==> src/rtl/button_debounce.sv <==
// ---------------------------------------------------------------------------
// button_debounce
//
// Conditions four raw push-button pins before the switch/button read stage.
// Each button goes through a 2-FF synchronizer and a per-button stability
// counter.  A new level is accepted only after DEBOUNCE_CYCLES consecutive
// synchronized cycles that differ from the current accepted level.  Any
// return to the accepted level first throws the partial count away.
//
// Parameters:
//   DEBOUNCE_CYCLES : consecutive differing cycles needed to accept (>= 2)
//   CNT_W           : counter width, 2**CNT_W > DEBOUNCE_CYCLES
//   INVERT          : 1 = pins are active-low, inverted before sync
//
// Ports:
//   clk           in   system clock, rising edge
//   rst           in   asynchronous reset, active-high
//   btn_raw[3:0]  in   raw, bouncing, asynchronous button pins
//   button_clr    in   per-button sticky clear (one-cycle pulse)
//   button4       out  debounced level, 1 = pressed
//   button_rise   out  one-cycle pulse on each accepted 0->1 transition
//   button_sticky out  press flag, held until cleared by button_clr
//
// All outputs come straight from flops; btn_raw and button_clr have no
// combinational path to any output.
// ---------------------------------------------------------------------------
module button_debounce #(
  parameter int DEBOUNCE_CYCLES = 1000000,
  parameter int CNT_W           = 20,
  parameter bit INVERT          = 1'b0
) (
  input  logic       clk,
  input  logic       rst,
  input  logic [3:0] btn_raw,
  input  logic [3:0] button_clr,
  output logic [3:0] button4,
  output logic [3:0] button_rise,
  output logic [3:0] button_sticky
);

  localparam logic [CNT_W-1:0] CNT_MAX = CNT_W'(DEBOUNCE_CYCLES - 1);

  logic [3:0]       b;
  logic [3:0]       sync1;
  logic [3:0]       sync2;
  logic [3:0]       stable;
  logic [CNT_W-1:0] cnt [4];
  logic [3:0]       accept;
  logic [3:0]       set_sticky;

  // Polarity fix-up happens ahead of the synchronizer so everything
  // downstream sees 1 = pressed.
  assign b = INVERT ? ~btn_raw : btn_raw;

  // Accept when the input has differed for the full window; this is the
  // final differing cycle, counted as cnt == DEBOUNCE_CYCLES-1.
  always_comb begin
    accept     = 4'b0000;
    set_sticky = 4'b0000;
    for (int i = 0; i < 4; i++) begin
      accept[i]     = (sync2[i] != stable[i]) && (cnt[i] == CNT_MAX);
      set_sticky[i] = accept[i] && sync2[i];
    end
  end

  always_ff @(posedge clk or posedge rst) begin
    if (rst) begin
      sync1         <= 4'b0000;
      sync2         <= 4'b0000;
      stable        <= 4'b0000;
      button_rise   <= 4'b0000;
      button_sticky <= 4'b0000;
      for (int i = 0; i < 4; i++) begin
        cnt[i] <= '0;
      end
    end else begin
      sync1 <= b;
      sync2 <= sync1;
      for (int i = 0; i < 4; i++) begin
        if (sync2[i] == stable[i]) begin
          cnt[i] <= '0;
        end else if (accept[i]) begin
          stable[i] <= sync2[i];
          cnt[i]    <= '0;
        end else begin
          cnt[i] <= cnt[i] + 1'b1;
        end
      end
      button_rise <= set_sticky;
      // A set on the same edge as a clear wins, so no press is ever lost.
      button_sticky <= set_sticky | (button_sticky & ~button_clr);
    end
  end

  assign button4 = stable;

endmodule

==> config.mk <==
export PLATFORM = sky130hd
export DESIGN_NAME = button_debounce
export DESIGN_NICKNAME = d
export VERILOG_FILES = /design/src/rtl/button_debounce.sv
export SDC_FILE = /design/constraint.sdc
export NUM_CORES = 1
export LEC_CHECK = 0
export BUFFER_PORTS_ARGS = -buffer_cell sky130_fd_sc_hd__buf_4
export CORE_AREA = 2 2 105 107
export CTS_CLUSTER_SIZE = 25
export DETAILED_ROUTE_END_ITERATION = 12
export DIE_AREA = 0 0 107 109
export PLACE_DENSITY_LB_ADDON = 0.15
export SLEW_MARGIN = 40
export SYNTH_ARGS = -nofsm -noshare
export SYNTH_HDL_FRONTEND = slang
export SYNTH_SLANG_ARGS = --single-unit
==> constraint.sdc <==
create_clock -name clk -period 6 [get_ports clk]
set_input_delay 0.3 -clock clk [delete_from_list [all_inputs] [get_ports clk]]
set_output_delay 0.3 -clock clk [all_outputs]
set_load 0.02 [all_outputs]
Word-level counts from Yosys, hierarchy flattened
Cells that the tools add are included.

word-level totals
  memory bits (read-only) = 0
  bits of input ports = 10
  memories = 0
  latch bits = 0
  memory bits (writable) = 0
  word-level logic and storage cells = 55
  output and inout bits = 12
  flip-flop bits (word level) = 100

operators by class
  $lt $le $gt $ge = 0
  multiplexer cells = 8
  multipliers = 0
  shift operators = 0
  reductions and logical operators = 12
  divide/modulo/power cells = 0
  add/sub/neg operators = 4
  bitwise gates (word level) = 7
  equal/unequal tests = 12

operators by type and width
  cell                                                              number
  20-bit two-way mux                                                8
  20-bit by 1-bit adder with 20-bit output (second input constant)  4
  20-bit equality test (second input constant)                      4
  1-bit logical AND                                                 8
  2-bit AND reduction                                               4
  4-bit AND                                                         1
  1-bit equality test                                               4
  1-bit != test                                                     4
  1-bit NOT                                                         4
  4-bit NOT                                                         1
  4-bit OR                                                          1

Logic depth before layout (Yosys ltp)
Gate-level depths: netlist of run 1.

  word-level depth = 4
  gate-level depth with buffers = 6
  mapped depth without buffers = 5

Worst setup path after synthesis of run 1
No wires, ideal clock.

  kind = register to register
  start point = register cnt[48] in the netlist's numbering
  end point = register cnt[45] in the netlist's numbering
  data required time = 5.868 ns
  buffers on the path = 1
  cell stages (with the launch flop) = 6
  period minus slack after synthesis = 1.883 ns
  arrival time = 1.751 ns
  setup time = 0.132 ns
  slack = 4.117 ns
  cell sequence = dfrtp_1 nor4b_1 nand4_1 o31ai_2 clkbuf_1 nor2_1

on the way
  cells in the longest elaborated chain, start to end = 4

RTL lines
  item                             RTL line  text
  start, declared                  47        logic [CNT_W-1:0] cnt [4];
  start signal, assigned by index  86        cnt[i] <= cnt[i] + 1'b1;
  20-bit equality test             61        accept[i] = (sync2[i] != stable[i]) && (cnt[i] == CNT_MAX);
  1-bit logical AND                61
  20-bit two-way mux               82        end else if (accept[i]) begin
  20-bit two-way mux               80        if (sync2[i] == stable[i]) begin

Every way passes these cells.
A chain may end at the register's enable or synchronous reset.

Final worst setup path of run 1
  start point = register cnt[48] in the netlist's numbering
  end point = register cnt[49] in the netlist's numbering

on the way
  cells in the longest elaborated chain, start to end = 4
  elaborated cells between the ends (all ways) = 5
  those cells by class = add/sub (1); eq/ne (1); mux (2); reduce/logical (1)

RTL lines
  item                                                                                              RTL line
  parallel branches: the longest is 2 deep, another holds 20-bit by 1-bit adder with 20-bit output  -
  20-bit two-way mux *                                                                              82
  20-bit two-way mux *                                                                              80

Every way passes the cells marked *.

==> impl_metrics.yaml, run 1 <==
yosys:
  synth.net_count: 467
  yosysSeqAreaShare_pct: 53.8
  yosys.cell_types.count: 40
  syn_avg_cell_area_um2: 10.3
  ys_ff_latch: 100
  synthTopCellsByArea: "dfrtp_1 54%, xnor2_1 6.4%, nor2_1 5.6%"
  netlist_instances: 453
  async_flop_share_pct: 100
  synth_top_area_share_pct: 53.8
  synth_edf_count: 0
  mappedNetlistArea_mm2: 0.00465
  synthFlopType: "dfrtp_1"
  yosys_warnings: 0
  yosysTopAreaCell: "dfrtp_1"
timing:
  fin_ws_ps: 3900
  hold_viol: 0
  relSlewSlack_pct: 49.6
  period_needed_ps: 2100
  period_share_pct: 35.0
  worstMarginPinSlew_ps: 756
  rsz0062_at_grt: "no"
  max_freq_ghz: 0.476
  skew_ps: 7.82
  fin_tns_setup_ps: 0
  slew_violations: 0
  setup_viol: 0
drt:
  dr.pass1.iters: 5
  drt_iter0_markers: 124
  drtAntennaViolNets: 0
  wl_per_cell_um: 13.6
  vias: 3340
  wl_um: 8510
  drc_errors: 0
  via_per_inst: 5.32
finish:
  final_common_cell: "dfrtp_1"
  final_cell_mix: "100 x dfrtp_1, 70 x nor2_1, 34 x xnor2_1"
  multiInputGateArea_mm2: 0.00207
  area.growth.synth_to_final_pct: 12.6
  postLayoutCellArea_mm2: 0.00524
  nets: 497
  seq_area_mm2: 0.00250
  nFillCells: 990
  drive_gt1_share_pct: 10.9
  utilization_pct: 49.4
  num_antenna_cells: 0
  stdcell_count: 628
worst_hold_path:
  hold_depth: 1
  min_from: "btn_raw[2]"
  hold_class: "in2reg"
  hold_path_end: "sync1[2]"
worst_setup_path:
  startpoint_type: "flop"
  crit_chain: "nor4b_1 -> nand4_1 -> o31ai_2 -> buf_4 -> nor2_1"
  cpLargestDelayFamily: "compound AO/OA/AOI/OAI gates"
  reg2reg_setup_slack_ps: 3900
  critPathKind: "reg2reg"
  crit_arrival_ps: 2360
  cp_num_buf_inv: 1
  r2r-end: "cnt[49]"
  cp_slowest_cell: "o31ai_2"
  reg2regPathDepth: 5
  critPathMaxFanout: 11
  slowest_delay_ps: 640
  critPathRequiredTime_ps: 6260
  r2r-start: "cnt[48]"
  worstSetupEndpointType: "flop"
grt:
  grtUsageTotal_pct: 16.3
  grt_pass1_wl_um: 15000
  grt_overflow_total: 0
  grt_pass1_vias: 3216
  met2_usage_pct: 25.1
  grt_antenna_before_repair: 0
  grt_util_met3_pct: 3.11
  grt_max_degree: 59
  grt.busiest_layer: "met2"
  grt_util_met1_pct: 22.3
die:
  die_w_um: 107
  die_h_um: 109
  boundaryPins: 22
  die-area_mm2: 0.0117
  row_count: 38
  start_util_pct: 43.9
  coreArea_mm2: 0.0106
clocking:
  cts_sinks: 100
  cts_setup_buffers: 0
  clk-insertion-delay-late_ps: 370
  cts_made_buffers: 9
  cts_max_level: 3
  cts_root_buf: "clkbuf_8"
  path_clk_slew_ps: 90
  cts_buffer_depth: 2
  cts_tree: "built"
  cts_resized: 0
status:
  status: "finished clean"
power_and_ir_drop:
  p_leak_uw: 0.00214
  ir_worst_vdd_uv: 116
  p_per_area_mw_per_mm2: 231
place:
  place_congestion: 0.846
  place_hpwl_um: 5650
  pre_cts_slack_ps: 3910
  dpl_cell_area_mm2: 0.00498
  portBuffers: 21
  place_inst: 610
flow_run:
  drv_cap: 0
-- per-layer routing --
layer	part of all wire (%)	vias to the layer above	routed length [um]
met1	50	1609	4280
li1	-	1667	-
met5	0	-	0
met3	2.8	14	236
met4	2.0	0	174
met2	45	50	3820
-- synth_stat cells (4+ instances only) --
cell      instances
or3_1            11
nand3_1          29
nand4_1          14
mux2_2            4
clkbuf_1          5
a21oi_1          16
nand2_1          23
o22ai_1           4
dfrtp_1         100
or4_1             9
xnor2_1          34
and4_1            4
nor4b_1           4
o31ai_1           7
and3_1           13
o21ai_0           6
nor2_1           70
nand2b_1          4
xor2_1           23
nor4_1           13
inv_1            15
nor3_1           13
ha_1              4
-- final cells by class --
type / count / area share, %
tap: 140 / 3.35
clock inverter: 7 / 1.89
multi-input combinational: 331 / 39.5
sequential: 100 / 47.8
inverter: 15 / 1.12
clock buffer: 9 / 2.37
timing repair buffer: 26 / 4.01
-- through the flow --
stage	power, uW	hold slack, ps
5_1_grt	1270	6.04
2_1_floorplan	731	331
4_1_cts	1230	6.58
3_3_place_gp	747	333
6_report	1210	31.0
3_5_place_dp	748	337
-- what timing repair did --
action                     4_1_cts  5_1_grt
setup endpoints to repair        0        0
hold endpoints to repair        42        0
hold buffers                     1        0
-- report_power, final --
group	switching [uW]	internal (uW)	leakage, uW
clock	239	238	0.000110
sequential	8.07	683	0.00137
combinational	29.1	15.1	0.000658
total	276	935	0.00214
-- state kept, by name (all words and copies together), names as in the netlist --
register	cells
button_rise	4
button_sticky	4
button4	4
cnt	80
sync2	4
sync1	4
-- cells by family after synthesis --
group	synth area share (%)
AOI/OAI and AO/OA	6.30
adders and majority gates	1.08
xor gates and xnor gates	10.7
and+or+nand+nor	24.9
buffers and inverters	1.83
muxes	1.40
DFF	53.8
-- worst max-delay path by stage --
stage | start | end | slack (ps) | cells past startpoint
after floorplan | rst | button4[0] | 3080 | 1
after global placement | cnt[9] | cnt[8] | 3880 | 4
after detailed placement | cnt[47] | cnt[49] | 3910 | 5
after CTS | cnt[47] | cnt[50] | 3890 | 5
after global routing | cnt[48] | cnt[49] | 3740 | 5
final | cnt[48] | cnt[49] | 3900 | 5
No activity file was read; power rests on OpenSTA's default activity.
==> inputs of run 2 (changes only) <==
==> constraint.sdc (replaced) <==
create_clock -name clk -period 2 [get_ports clk]
set_input_delay 0.1 -clock clk [delete_from_list [all_inputs] [get_ports clk]]
set_output_delay 0.1 -clock clk [all_outputs]
set_load 0.02 [all_outputs]
==> impl_metrics.yaml, run 2 (synthesized netlist as in run 1, its figures left out) <==
finish:
  area.growth.synth_to_final_pct: 18.1
  final_cell_mix: "99 x dfrtp_1, 70 x nor2_1, 46 x buf_4"
  num_antenna_cells: 0
  nets: 528
  largest_reg_flops: 80
  nFillCells: 953
  top_register: "cnt"
  drive_gt1_share_pct: 15.6
  postLayoutCellArea_mm2: 0.00549
  final_common_cell: "dfrtp_1"
  utilization_pct: 51.8
clocking:
  cts_made_buffers: 9
  cts_sinks: 100
  cts_root_buf: "clkbuf_8"
  path_clk_slew_ps: 90
  cts_tree: "built"
  clk-insertion-delay-late_ps: 380
  cts_max_level: 3
  cts_buffer_depth: 2
timing:
  hold_viol: 0
  period_share_pct: 93.8
  rsz0062_at_grt: "yes"
  fin_tns_setup_ps: 0
  slew_violations: 0
  max_freq_ghz: 0.533
  period_needed_ps: 1880
  skew_ps: 15.0
  hold_slack_ps: 261
  worstMarginPinSlew_ps: 391
  setup_viol: 0
  relSlewSlack_pct: 73.8
grt:
  grt_pass1_wl_um: 15500
  grtUsageTotal_pct: 16.7
  met2_usage_pct: 26.2
  grt_pass1_vias: 3463
  grt_antenna_before_repair: 0
  grt_util_met1_pct: 22.4
  grt.busiest_layer: "met2"
  grt_util_met3_pct: 3.17
  grt_overflow_total: 0
  grt_max_degree: 42
worst_setup_path:
  critPathMaxFanout: 7
  reg2regPathDepth: 5
  critPathKind: "reg2reg"
  crit_arrival_ps: 2190
  critPathRequiredTime_ps: 2310
  startpoint_type: "flop"
  worstSetupEndpointType: "flop"
worst_hold_path:
  hold_class: "in2async"
drt:
  drt_iter0_markers: 116
  dr.pass1.iters: 5
  via_per_inst: 5.28
  vias: 3479
  drtAntennaViolNets: 0
  drc_errors: 0
  wl_per_cell_um: 13.3
  wl_um: 8760
die:
  coreArea_mm2: 0.0106
  boundaryPins: 22
  die_w_um: 107
  die-area_mm2: 0.0117
  start_util_pct: 43.9
  row_count: 38
  die_h_um: 109
status:
  status: "finished clean"
place:
  portBuffers: 21
  place_congestion: 0.797
  place_hpwl_um: 6120
  dpl_cell_area_mm2: 0.00517
power_and_ir_drop:
  p_per_area_mw_per_mm2: 631
  p_leak_uw: 0.00226
  ir_worst_vdd_uv: 424
flow_run:
  drv_cap: 0
## run 2: changes by cell type in the layout (fill, tap and decap cells not counted), moves of 2 or more
cell	before	now
ha_2	0	2
or4_1	9	7
dlygate4sd3_1	1	9
clkbuf_8	9	11
ha_1	4	2
or4_4	0	2
bufinv_16	2	0
buf_4	24	46
## run 2: timing repair
| item | CTS | global route |
|---|---|---|
| setup buffers | 0 | 0 |
| hold buffers | 9 | 0 |
| endpoints found under the hold margin | 41 | 0 |
| resized for setup | 0 | 6 |
| endpoints found under the setup margin | 0 | 5 |
## run 2: path summary, 6_finish.rpt
kind	start	end	slack, ps
min in group clk	sync1[3]	sync2[3]	360
min reg2reg	sync1[3]	sync2[3]	360
min	rst	button4[2]	260
max	cnt[40]	cnt[58]	120
max in group asynchronous	rst	cnt[31]	1060
max reg2reg	cnt[40]	cnt[58]	120
## run 2: critical path: stages (launching register included)
cell and delay (ps):
dfrtp_1 390, ha_2 210, nand3_1 110, or4_4 480, or4_1 480, a21oi_1 140
## run 2: per-layer routing
metal	vias to the layer above	wire, um
met1	1692	4410
met2	32	3950
met3	17	209
li1	1738	-
met4	0	188
met5	-	0
## run 2: power by group
| part | switching, uW | internal (uW) |
|---|---|---|
| Clock | 706 | 523 |
| Combinational | 91.9 | 72.2 |
| Sequential | 24.9 | 2050 |
## run 2: layout make-up
class                   count  area, um^2  share of cell area (%)
well taps                 140         175                    3.19
flip-flops and latches    100        2500                    45.6
clock inverters             5        35.0                   0.638
multi-input cells         331        2080                    37.9
inverters                  15        60.1                    1.09
repair buffers             57         483                    8.80
clock buffers              11         151                    2.76
## run 2: metrics by stage
step | std cells | worst slack [ps] | power, uW
after global placement | 633 | 93.8 | 2260
after CTS | 658 | 26.9 | 3520
after global routing | 659 | -4.97 | 3610
after floorplan | 453 | 117 | 2190
final | 659 | 123 | 3470
after detailed placement | 633 | 36.0 | 2260
==> inputs of run 3 (changes only) <==
--- a/config.mk
+++ b/config.mk
@@ -6,10 +6,12 @@
 export NUM_CORES = 1
 export LEC_CHECK = 0
 export BUFFER_PORTS_ARGS = -buffer_cell sky130_fd_sc_hd__buf_4
-export CORE_AREA = 2 2 105 107
+export CELL_PAD_IN_SITES_DETAIL_PLACEMENT = 1
+export CELL_PAD_IN_SITES_GLOBAL_PLACEMENT = 2
+export CORE_AREA = 2 2 111 113
 export CTS_CLUSTER_SIZE = 25
 export DETAILED_ROUTE_END_ITERATION = 12
-export DIE_AREA = 0 0 107 109
+export DIE_AREA = 0 0 113 115
 export PLACE_DENSITY_LB_ADDON = 0.15
 export SLEW_MARGIN = 40
 export SYNTH_ARGS = -nofsm -noshare
==> impl_metrics.yaml, run 3 (synthesized netlist as in run 1, its figures left out) <==
worst_setup_path:
  critPathKind: "reg2reg"
  crit_arrival_ps: 2150
  startpoint_type: "flop"
  critPathRequiredTime_ps: 2230
  critPathMaxFanout: 5
  worstSetupEndpointType: "flop"
  r2r-start: "cnt[36]"
  crit_start: "cnt[36]"
power_and_ir_drop:
  intPower_uw: 3240
  clkPwrFrac_pct: 45.8
  p_sw_share_pct: 21.4
  pwr-share-seq_pct: 50.3
  ir_worst_vdd_uv: 636
  p_switching_uw: 881
  p_leak_uw: 0.00232
  p_per_area_mw_per_mm2: 736
  p_comb_share_pct: 3.9
flow_run:
  drv_cap: 0
drt:
  wl_per_cell_um: 15.7
  drc_errors: 1
  met2_wirelength_um: 5160
  wl_met1_um: 4880
  via_per_inst: 5.36
  wl_um: 10500
  drtAntennaViolNets: 0
  topRoutingLayerUsed: "met4"
  vias: 3566
  wl_met3_um: 260
  drt_iter0_markers: 179
  dr.pass1.iters: 8
clocking:
  cts_sinks: 100
  cts_tree: "built"
  cts_root_buf: "clkbuf_16"
  cts_buffer_depth: 2
  cts_max_level: 3
  path_clk_slew_ps: 70
  cts_made_buffers: 9
  cts_setup_buffers: 0
  clk-insertion-delay-late_ps: 350
finish:
  area.growth.synth_to_final_pct: 20.5
  multiInputGateArea_mm2: 0.00208
  final_common_cell: "dfrtp_1"
  num_antenna_cells: 0
  drive_gt1_share_pct: 14.9
  largest_reg_flops: 80
  nFillCells: 1314
  utilization_pct: 47.4
  nets: 527
  final_cell_mix: "100 x dfrtp_1, 70 x nor2_1, 46 x buf_4"
  top_register: "cnt"
  seq_area_mm2: 0.00250
grt:
  grt_overflow_total: 0
  grt_antenna_before_repair: 0
  grt_pass1_wl_um: 18400
  grt_pass1_vias: 3769
  grt_max_degree: 101
  grtUsageTotal_pct: 17.7
timing:
  skew_ps: 5.09
  setup_viol: 0
  relSlewSlack_pct: 63.4
  max_freq_ghz: 0.521
  hold_viol: 0
  period_share_pct: 96.1
  rsz0062_at_grt: "no"
  fin_tns_setup_ps: 0
  worstMarginPinSlew_ps: 548
  slew_violations: 0
  period_needed_ps: 1920
status:
  status: "complete, but fails checks"
  failed_checks: "design-rule violations"
die:
  die-area_mm2: 0.0130
  coreArea_mm2: 0.0118
  die_w_um: 113
  row_count: 40
  die_h_um: 115
  boundaryPins: 22
  start_util_pct: 39.4
place:
  portBuffers: 21
  place_hpwl_um: 7210
  place_congestion: 0.748
worst_hold_path:
  hold_class: "reg2reg"
  min_from: "sync1[2]"
## run 3: cell type report
| cell class | instances | share of cell area (%) |
|---|---|---|
| clock buffer | 10 | 4.27 |
| clock inverter | 6 | 1.54 |
| inverter | 15 | 1.07 |
| multi-input combinational | 331 | 37.0 |
| sequential | 100 | 44.7 |
| tap | 147 | 3.28 |
| timing repair buffer | 56 | 8.13 |
## run 3: power by group through the flow
| stage | logic [uW] | clock network [uW] | registers (uW) |
|---|---|---|---|
| after floorplan | 85.5 | 0 | 2110 |
| after global placement | 149 | 0 | 2110 |
| after detailed placement | 149 | 0 | 2110 |
| after CTS | 167 | 1970 | 2080 |
| after global routing | 181 | 2040 | 2080 |
| final | 159 | 1890 | 2080 |
## run 3: path summary, 6_finish.rpt
check	to	slack [ps]	cells past startpoint
worst max-delay path	button4[2]	80	4
worst min-delay path	sync2[2]	350	0
worst max register to register	button4[2]	80	4
worst min register to register	sync2[2]	350	0
max in group asynchronous	cnt[25]	1110	4
min in group asynchronous	sync2[0]	450	4
## run 3: worst max-delay path, stage by stage, from the launching register on
cell and delay, ps:
dfrtp_1 400, nand3_1 130, or4b_1 580, or3_1 400, mux2_2 290
## run 3: what timing repair did
item,in CTS,in global routing
setup endpoints to repair,0,3
gates resized for setup,0,3
hold buffers,9,0
endpoints found under the hold margin,108,0
## run 3: stage by stage
stage                     setup slack, ps  instances  hold slack [ps]  total power [uW]  cell area [um^2]
final                                79.0        665              351              4120              5600
after CTS                            39.8        665              354              4210              5590
after global routing                0.699        665              367              4300              5600
after global placement                123        640              210              2260              5170
after detailed placement             62.4        640              211              2260              5170
after floorplan                       117        453              131              2190              4650
## run 3: metal layers
| layer | up-vias | global-route usage (%) |
|---|---|---|
| li1 | 1721 | - |
| met1 | 1803 | 22.5 |
| met2 | 31 | 29.9 |
| met3 | 11 | 4.22 |
| met4 | 0 | 6.26 |
| met5 | - | 0 |
